<file path="src/rtl/block_scroller_pkg.sv">
// Shared constants and helpers for the obstacle scroller: coordinate and
// shape-code widths, screen geometry, the LFSR step and the shape map.
package block_scroller_pkg;

   localparam int COORDINATE_LENGTH   = 10;   // x coordinates, 0..1023
   localparam int SHAPE_ENCODE_LENGTH = 4;    // shape code width
   localparam int BLOCK_WIDTH         = 40;   // obstacle width in pixels
   localparam int SCREEN_WIDTH        = 640;  // spawn x (right screen edge)
   localparam int NUM_SHAPES          = 11;   // legal shape codes 0..10
   localparam int LFSR_W              = 8;

   // Shape codes consumed by the in-block judge.
   localparam logic [SHAPE_ENCODE_LENGTH-1:0] SHAPE_0  = 4'd0;
   localparam logic [SHAPE_ENCODE_LENGTH-1:0] SHAPE_10 = 4'd10;

   // One step of the x^8+x^6+x^5+x^4+1 Fibonacci LFSR.
   function automatic logic [LFSR_W-1:0] lfsr_step(input logic [LFSR_W-1:0] v);
      return {v[6:0], v[7] ^ v[5] ^ v[4] ^ v[3]};
   endfunction

   // Fold a 4-bit random nibble onto the legal shape range by subtracting
   // NUM_SHAPES once; codes 11..15 land on 0..4.
   function automatic logic [SHAPE_ENCODE_LENGTH-1:0] shape_map(input logic [3:0] n);
      if (n >= 4'(NUM_SHAPES)) begin
         return n - 4'(NUM_SHAPES);
      end
      return n;
   endfunction

endpackage

</file>
<file path="src/rtl/block_scroller_shape_lfsr.sv">
// Pseudo-random shape source: 8-bit LFSR whose low nibble is mapped onto a
// legal shape code. The shape reflects the current LFSR value; the LFSR
// advances after use on each enabled cycle.
module shape_lfsr
   import block_scroller_pkg::*;
#(
   parameter logic [LFSR_W-1:0] LFSR_SEED = 8'hA5
) (
   input  logic                           CLK,
   input  logic                           RST,
   input  logic                           i_enable,
   output logic [SHAPE_ENCODE_LENGTH-1:0] o_shape
);

   logic [LFSR_W-1:0] r_lfsr;

   // LFSR register: reseeded only by RST, stepped once per enabled cycle.
   always_ff @(posedge CLK) begin
      if (RST) begin
         r_lfsr <= LFSR_SEED;
      end else if (i_enable) begin
         r_lfsr <= lfsr_step(r_lfsr);
      end
   end

   assign o_shape = shape_map(r_lfsr[3:0]);

endmodule

</file>
<file path="src/rtl/block_scroller.sv">
// Obstacle scroller: each frame event moves the valid obstacle slots left by
// SPEED, retires slots that would cross x=0, and spawns a new obstacle at the
// right screen edge once GAP pixels of scroll have accumulated and a slot is
// free. All outputs are registered.
module block_scroller
   import block_scroller_pkg::*;
#(
   parameter int                NUM_SLOTS = 4,
   parameter int                GAP       = 160,
   parameter logic [LFSR_W-1:0] LFSR_SEED = 8'hA5
) (
   input  logic                                     CLK,
   input  logic                                     RST,
   input  logic                                     FRAME_TICK,
   input  logic                                     RUN,
   input  logic                                     CLEAR,
   input  logic [3:0]                               SPEED,
   output logic [NUM_SLOTS*COORDINATE_LENGTH-1:0]   BLOCK_X_ALL,
   output logic [NUM_SLOTS*SHAPE_ENCODE_LENGTH-1:0] BLOCK_SHAPE_ALL,
   output logic [NUM_SLOTS-1:0]                     BLOCK_VALID,
   output logic                                     PASSED
);

   localparam int W = COORDINATE_LENGTH;
   localparam int S = SHAPE_ENCODE_LENGTH;
   localparam logic [W-1:0] GAP_INIT = W'(GAP);
   localparam logic [W-1:0] SPAWN_X  = W'(SCREEN_WIDTH);
   localparam logic [W-1:0] GAP_MAX  = {W{1'b1}};

   // Slot state.
   logic [W-1:0]         r_x     [NUM_SLOTS];
   logic [S-1:0]         r_shape [NUM_SLOTS];
   logic [NUM_SLOTS-1:0] r_valid;
   logic [W-1:0]         r_gap;
   logic                 r_passed;

   // Next-state values computed for an update event.
   logic [W-1:0]         w_x_nxt     [NUM_SLOTS];
   logic [S-1:0]         w_shape_nxt [NUM_SLOTS];
   logic [NUM_SLOTS-1:0] w_valid_nxt;
   logic [NUM_SLOTS-1:0] w_free_onehot;
   logic [W-1:0]         w_gap_nxt;
   logic [W-1:0]         w_gap_sat;
   logic [W:0]           w_gap_sum;
   logic [W-1:0]         w_speed;
   logic                 w_retired;
   logic                 w_spawn;
   logic                 w_event;
   logic [S-1:0]         w_shape;

   // CLEAR wins over FRAME_TICK; RUN=0 freezes everything.
   assign w_event = FRAME_TICK & RUN & ~CLEAR;
   assign w_speed = {{(W-4){1'b0}}, SPEED};

   shape_lfsr #(
      .LFSR_SEED (LFSR_SEED)
   ) u_shape_lfsr (
      .CLK      (CLK),
      .RST      (RST),
      .i_enable (w_event),
      .o_shape  (w_shape)
   );

   // Event next-state: move/retire, saturating gap growth, then spawn into
   // the lowest free slot (free status taken after retirement, so a slot
   // retired this event can be refilled; the new slot is not moved).
   always_comb begin : next_state
      logic l_found;
      w_x_nxt       = r_x;
      w_shape_nxt   = r_shape;
      w_valid_nxt   = r_valid;
      w_free_onehot = '0;
      w_retired     = 1'b0;
      w_spawn       = 1'b0;
      l_found       = 1'b0;

      for (int i = 0; i < NUM_SLOTS; i++) begin
         if (r_valid[i]) begin
            if (r_x[i] >= w_speed) begin
               w_x_nxt[i] = r_x[i] - w_speed;
            end else begin
               w_valid_nxt[i] = 1'b0;
               w_retired      = 1'b1;
            end
         end
      end

      w_gap_sum = {1'b0, r_gap} + {1'b0, w_speed};
      w_gap_sat = w_gap_sum[W] ? GAP_MAX : w_gap_sum[W-1:0];
      w_gap_nxt = w_gap_sat;

      for (int i = 0; i < NUM_SLOTS; i++) begin
         if (!w_valid_nxt[i] && !l_found) begin
            w_free_onehot[i] = 1'b1;
            l_found          = 1'b1;
         end
      end

      // Without a free slot the spawn stays pending: gap keeps saturating.
      w_spawn = (w_gap_sat >= GAP_INIT) && l_found;
      if (w_spawn) begin
         w_gap_nxt = '0;
      end

      for (int i = 0; i < NUM_SLOTS; i++) begin
         if (w_spawn && w_free_onehot[i]) begin
            w_x_nxt[i]     = SPAWN_X;
            w_shape_nxt[i] = w_shape;
            w_valid_nxt[i] = 1'b1;
         end
      end
   end

   // State register: RST and CLEAR empty the playfield (the LFSR keeps its
   // value on CLEAR), events commit the next state, PASSED is a single pulse.
   always_ff @(posedge CLK) begin
      if (RST || CLEAR) begin
         for (int i = 0; i < NUM_SLOTS; i++) begin
            r_x[i]     <= '0;
            r_shape[i] <= SHAPE_0;
         end
         r_valid  <= '0;
         r_gap    <= GAP_INIT;
         r_passed <= 1'b0;
      end else if (w_event) begin
         for (int i = 0; i < NUM_SLOTS; i++) begin
            r_x[i]     <= w_x_nxt[i];
            r_shape[i] <= w_shape_nxt[i];
         end
         r_valid  <= w_valid_nxt;
         r_gap    <= w_gap_nxt;
         r_passed <= w_retired;
      end else begin
         r_passed <= 1'b0;
      end
   end

   // Flatten slot registers onto the packed output buses.
   for (genvar g = 0; g < NUM_SLOTS; g++) begin : g_pack
      assign BLOCK_X_ALL[g*W +: W]     = r_x[g];
      assign BLOCK_SHAPE_ALL[g*S +: S] = r_shape[g];
   end

   assign BLOCK_VALID = r_valid;
   assign PASSED      = r_passed;

endmodule
</file>
<file path="config.mk">
export PLATFORM = sky130hd
export DESIGN_NAME = block_scroller
export DESIGN_NICKNAME = d
export VERILOG_FILES = /design/src/rtl/block_scroller_pkg.sv /design/src/rtl/block_scroller_shape_lfsr.sv /design/src/rtl/block_scroller.sv
export SDC_FILE = /design/constraint.sdc
export NUM_CORES = 1
export LEC_CHECK = 0
export CAP_MARGIN = 20
export CORE_UTILIZATION = 55
export DETAILED_ROUTE_END_ITERATION = 8
export DONT_BUFFER_PORTS = 1
export PLACE_DENSITY = 0.7
export SETUP_SLACK_MARGIN = 0.5
export SYNTH_ARGS = -nofsm -noshare
export SYNTH_HDL_FRONTEND = slang
export SYNTH_HIERARCHICAL = 1
export SYNTH_SLANG_ARGS = --single-unit
</file>
<file path="constraint.sdc">
create_clock -name CLK -period 7.5 [get_ports CLK]
set_clock_uncertainty 0.1 [all_clocks]
set_input_delay 1.875 -clock CLK [delete_from_list [all_inputs] [get_ports CLK]]
set_output_delay 1.875 -clock CLK [all_outputs]
set_load 0.01 [all_outputs]
</file>
Word level (Yosys, flattened, before mapping)
Index checks and enable logic that the tools add are counted.
W data, S select, Z words.

storage, ports and cells
  register bits after elaboration = 79
  input port bits = 9
  output and inout bits = 61
  word-level logic and storage cells = 106

cells by class
  add/subtract/negate cells = 6
  magnitude comparators = 6
  mux-type cells = 44
  bitwise logic cells = 7
  reduce and logical (&&, ||, !) cells = 31

operators by type and width
  operator               count
  $mux W10               14
  $ge A10 B4 Y1          4
  $sub A10 B4 Y10        4
  $mux W1                28
  $reduce_bool A2 Y1     8
  $reduce_and A3 Y1      4
  $add A10 B4 Y11        1
  $ge A10 B8 Y1 const B  1
  $logic_and A1 B1 Y1    8
  $mux W4                2
  $reduce_and A2 Y1      4
  $logic_not A1 Y1       5
  $ge A4 B4 Y1 const B   1
  $sub A4 B4 Y4 const B  1
  $xor A1 B1 Y1          3
  $and A1 B1 Y1          2
  $not A1 Y1             2
  $reduce_or A2 Y1       1
  $logic_or A1 B1 Y1     1

Logic depth before layout (Yosys ltp)
  depth after elaboration = 16
  gate-level depth with buffers = 13
  depth with buffers taken out = 11

Modules after synthesis
Netlist, hierarchy kept.

modules (own cells, without submodules)
  module          instances  cells an instance  area an instance (um^2)  seq. area each (um^2)
  block_scroller  1          474                4,048.9                  1,421.4
  shape_lfsr      1          36                 360.3                    160.2

Worst setup path after synthesis
No wires, ideal clock.

  kind = in2reg
  start = input SPEED[3]
  end = register r_x, in the netlist BLOCK_X_ALL[38]
  setup time = 0.059 ns
  arrival = 4.303 ns
  required time = 7.341 ns
  slack = 3.038 ns
  cell stages on the path = 11
  path buffers = 2
  cell sequence = inv_1 ha_1 or4_4 or4_4 o21a_1 buf_6 and4_4 buf_6 a21oi_4 or4b_1 nand2_1

between the ends
  longest elaborated chain between the ends = 16
  elaborated cells on any way between the ends = 37
  those cells by class = 2 x add/sub; 5 x order compare; 17 x mux; 13 x reduce/logical

ends and longest elaborated chain
  what                           line                   text
  start, declared                block_scroller.sv:17   input logic [3:0] SPEED,
  $ge A10 B4 Y1                  block_scroller.sv:79   if (r_x[i] >= w_speed) begin
  $mux W1                        block_scroller.sv:79
  $mux W1                        block_scroller.sv:78   if (r_valid[i]) begin
  $logic_not A1 Y1               block_scroller.sv:93   if (!w_valid_nxt[i] && !l_found) begin
  $logic_and A1 B1 Y1            block_scroller.sv:93
  $mux W1                        block_scroller.sv:93
  $logic_not A1 Y1               block_scroller.sv:93
  $logic_and A1 B1 Y1            block_scroller.sv:93
  $mux W1                        block_scroller.sv:93
  $logic_not A1 Y1               block_scroller.sv:93
  $logic_and A1 B1 Y1            block_scroller.sv:93
  $mux W1                        block_scroller.sv:93
  $logic_and A1 B1 Y1            block_scroller.sv:100  w_spawn = (w_gap_sat >= GAP_INIT) && l_found;
  $logic_and A1 B1 Y1            block_scroller.sv:106  if (w_spawn && w_free_onehot[i]) begin
  $reduce_bool A2 Y1 (no line)   --
  $reduce_and A3 Y1 (no line)    --
  end signal, assigned by index  block_scroller.sv:127  r_x[i] <= w_x_nxt[i];
  end, declared                  block_scroller.sv:31   logic [W-1:0] r_x [NUM_SLOTS];

Parallel ways exist; a longest one is shown, timed or not. The select of a mux whose other input is x is not followed.
A chain may end at the register's enable or synchronous reset.

Worst setup path after layout
  start = input SPEED[3]
  end = register r_x, in the netlist BLOCK_X_ALL[37]

Same word-level chain as after synthesis.

==> qor.yml <==
yosys:
  synthMuxAreaShare_pct: 6.87
  syn-cell-area_sq_um: 4410
  syn_nets: 545
  yosys_warnings: 6
  synth_area_per_cell_sq_um: 8.65
  synth_cell_type_count: 63
  synth_top_family_by_area: "compound AO/OA/AOI/OAI gates"
  synthXorXnorAreaFrac_pct: 3.77
  synth-main-ff-cell: "dfxtp_1"
  synthSimpleGateAreaFrac_pct: 19.8
  async_flop_share_pct: 0
  synthAdderAreaFrac_pct: 8.23
  synth_edf_count: 0
  syn_inst: 510
  synth_compound_area_share_pct: 21.8
  yosys_register_bits: 79
  yosysSeqAreaShare_pct: 35.9
timing:
  fin_crit_sh_pct: 65.5
  tightest_slew_ns: 1.11
  fin_setup_tns_ns: 0
  rsz0062_at_grt: "false"
  max_slew_margin_pct: 26.0
  finalSetupViolCount: 0
  fmax_ghz: 0.204
  fin_crit_ns: 4.91
  hold_viol_final: 0
  drv_slew: 0
worst_setup_path:
  path_max_fanout: 14
  crit_chain: "inv_1, ha_1, or4_4, or4_4, o21ai_0, nor2_1, a31oi_1, o21ai_0, o311a_1"
  slowest_stage: "a31oi_1"
  slowest_delay_ns: 0.86
  cp_top_family: "compound AO/OA/AOI/OAI gates"
  start_kind: "input port"
  crit_arrival_ns: 5.06
  path_buf_inv: 1
  timing.critical_path.required_ns: 7.65
  crit_type: "input port to flop"
  critPathCaptureType: "flop"
route:
  finalWirelength_microns: 11200
  routed-via-count: 3870
  drt-initial-drc-count: 242
  ant_nets: 0
  drt_first_pass_iters: 4
  drc: 0
  drt-wirelength-per-cell_microns: 18.5
  viasPerCell: 6.39
cells_and_area:
  diodes: 0
  drive_above_1_share_pct: 6.55
  num-fill-cells: 678
  seq_area_sq_um: 1580
  instances_no_fill: 606
  areaGrowthSynthToFinish_pct: 4.91
  multi_input_area_sq_um: 2670
  layout.nets: 534
clock_network:
  worstSkewPairLatency_ns: 0.36
  cts_max_path_buffers: 2
  cts_tree: "done"
  cts_resized: 0
  holdBufCountCts: 0
  clock_sinks: 79
  cts_max_level: 3
  post-cts-setup-buffers: 0
  clkTransAtPathRegs_ns: 0.09
  cts_buffers: 9
  cts_root_buf: "clkbuf_8"
die:
  die_h_microns: 91.5
  rows: 32
  coreArea_sq_um: 7730
  fp.dieW_microns: 91.5
  ioPinCount: 70
  start_util_pct: 57.1
  dieArea_sq_um: 8380
global_routing:
  grt_pass1_wl_microns: 18400
  grt_use_total_pct: 27.8
  antenna_found_initial: 0
  grt_pass1_vias: 3780
  grt_max_degree: 52
  gr-total-overflow: 0
power:
  finalPower_mw: 0.812
  vdd_ir_drop_max_v: 0.000119
  powerDensity_nw_per_um2: 176
  leakage_nw: 1.84
placement:
  dp_hpwl_microns: 7840
  dp.cells: 590
  numPortBuffers: 0
  place_congestion: 0.896
hold_path:
  hold_path_class: "flop to flop"
outcome:
  status: "complete, no violations"
job:
  maxCapViolCount: 0
-- cell usage after synthesis (all sizes together), types with 5 or more instances --
cell	count	area [sq um]
a211oi	5	37.5
a21o	11	82.6
a21oi	43	226
a22oi	5	37.5
a31oi	5	31.3
buf	7	46.3
clkbuf	16	60.1
dfxtp	79	1580
fa	5	100
ha	21	263
inv	14	52.6
mux2i	28	280
nand2	39	146
nand3	12	60.1
nor2	56	210
nor3	10	50.1
nor4	5	31.3
o2111ai	7	61.3
o211ai	9	72.6
o21ai	28	140
o31ai	8	60.1
or2	7	43.8
or3	6	37.5
or4	8	67.6
xor2	15	131
-- per-layer routing --
| metal | share of wire [%] | track usage [%] |
|---|---|---|
| met1 | 42 | 32.3 |
| met4 | 2.6 | 12.7 |
| met2 | 49 | 47.6 |
| met3 | 6.4 | 7.20 |
| met5 | 0 | 0 |
-- cell usage in the layout (no fill, tap or decap), drive strengths merged, types with 6 or more instances in the layout --
master	synthesis	layout
a21o	11	11
or3	6	6
ha	21	21
nand3	12	12
o2111ai	7	7
or4	8	8
nor2	56	56
inv	14	18
a21oi	43	43
xor2	15	15
clkbuf	16	10
o211ai	9	9
nand2	39	39
or2	7	7
nor3	10	10
o21ai	28	28
mux2i	28	28
o31ai	8	8
dfxtp	79	79
-- where the power goes --
part,leakage [nW],internal [mW],switching [mW]
Combinational,1.11,0.0254,0.0452
Sequential,0.638,0.423,0.00642
Clock,0.0903,0.134,0.178
Total,1.84,0.583,0.229
-- path summary, 6_finish.rpt --
path | startpoint | to | slack, ns | cells past startpoint
max | SPEED[3] | BLOCK_X_ALL[37]$_SDFFE_PP0P_ | 2.59 | 9
min | r_gap[2]$_SDFFE_PP0P_ | r_gap[2]$_SDFFE_PP0P_ | 0.36 | 2
min reg2reg | r_gap[2]$_SDFFE_PP0P_ | r_gap[2]$_SDFFE_PP0P_ | 0.36 | 2
max reg2reg | r_gap[0]$_SDFFE_PP0P_ | BLOCK_X_ALL[37]$_SDFFE_PP0P_ | 3.86 | 9
-- logic make-up (layout without fill, tap and decap cells) --
logic type | after synthesis | in the layout
AOI/OAI and AO/OA | 145 | 145
xor gates and xnor gates | 19 | 19
adders and majority gates | 26 | 26
buffers and inverters | 38 | 32
DFF | 79 | 79
muxes | 30 | 30
and+or+nand+nor | 173 | 173
-- worst reg2reg max path, stage by stage, from the launching register on --
cell and delay (ns):
dfxtp_1 0.36, ha_1 0.22, fa_1 0.22, nand3_1 0.15, a21oi_1 0.36, mux2i_1 0.36, o211ai_2 0.43, a31oi_1 0.94
o21ai_0 0.22, o311a_1 0.17
-- area by class of cell --
type / instances / area share [%]
clock buffer: 10 / 2.98
tap: 102 / 2.76
inverter: 15 / 1.22
timing repair buffer: 1 / 0.162
sequential: 79 / 34.2
multi-input combinational: 393 / 57.6
clock inverter: 6 / 1.08
-- flip-flops by register name, indices dropped and copies added (netlist names) --
register,cells
PASSED,1
BLOCK_SHAPE_ALL,16
BLOCK_X_ALL,40
BLOCK_VALID,4
r_gap,10
u_shape_lfsr/r_lfsr,8
-- through the flow --
step / area (sq um) / hold slack (ns) / worst slack [ns] / util (%)
floorplan: 4410 / 0.336 / 3.04 / -
finish: 4630 / 0.363 / 2.59 / 59.9
global placement: 4440 / 0.343 / 2.42 / 57.4
global route: 4630 / 0.417 / 2.39 / 59.9
detailed placement: 4440 / 0.351 / 2.27 / 57.4
CTS: 4630 / 0.363 / 2.63 / 59.9
Power figures use the tool's default switching activity.
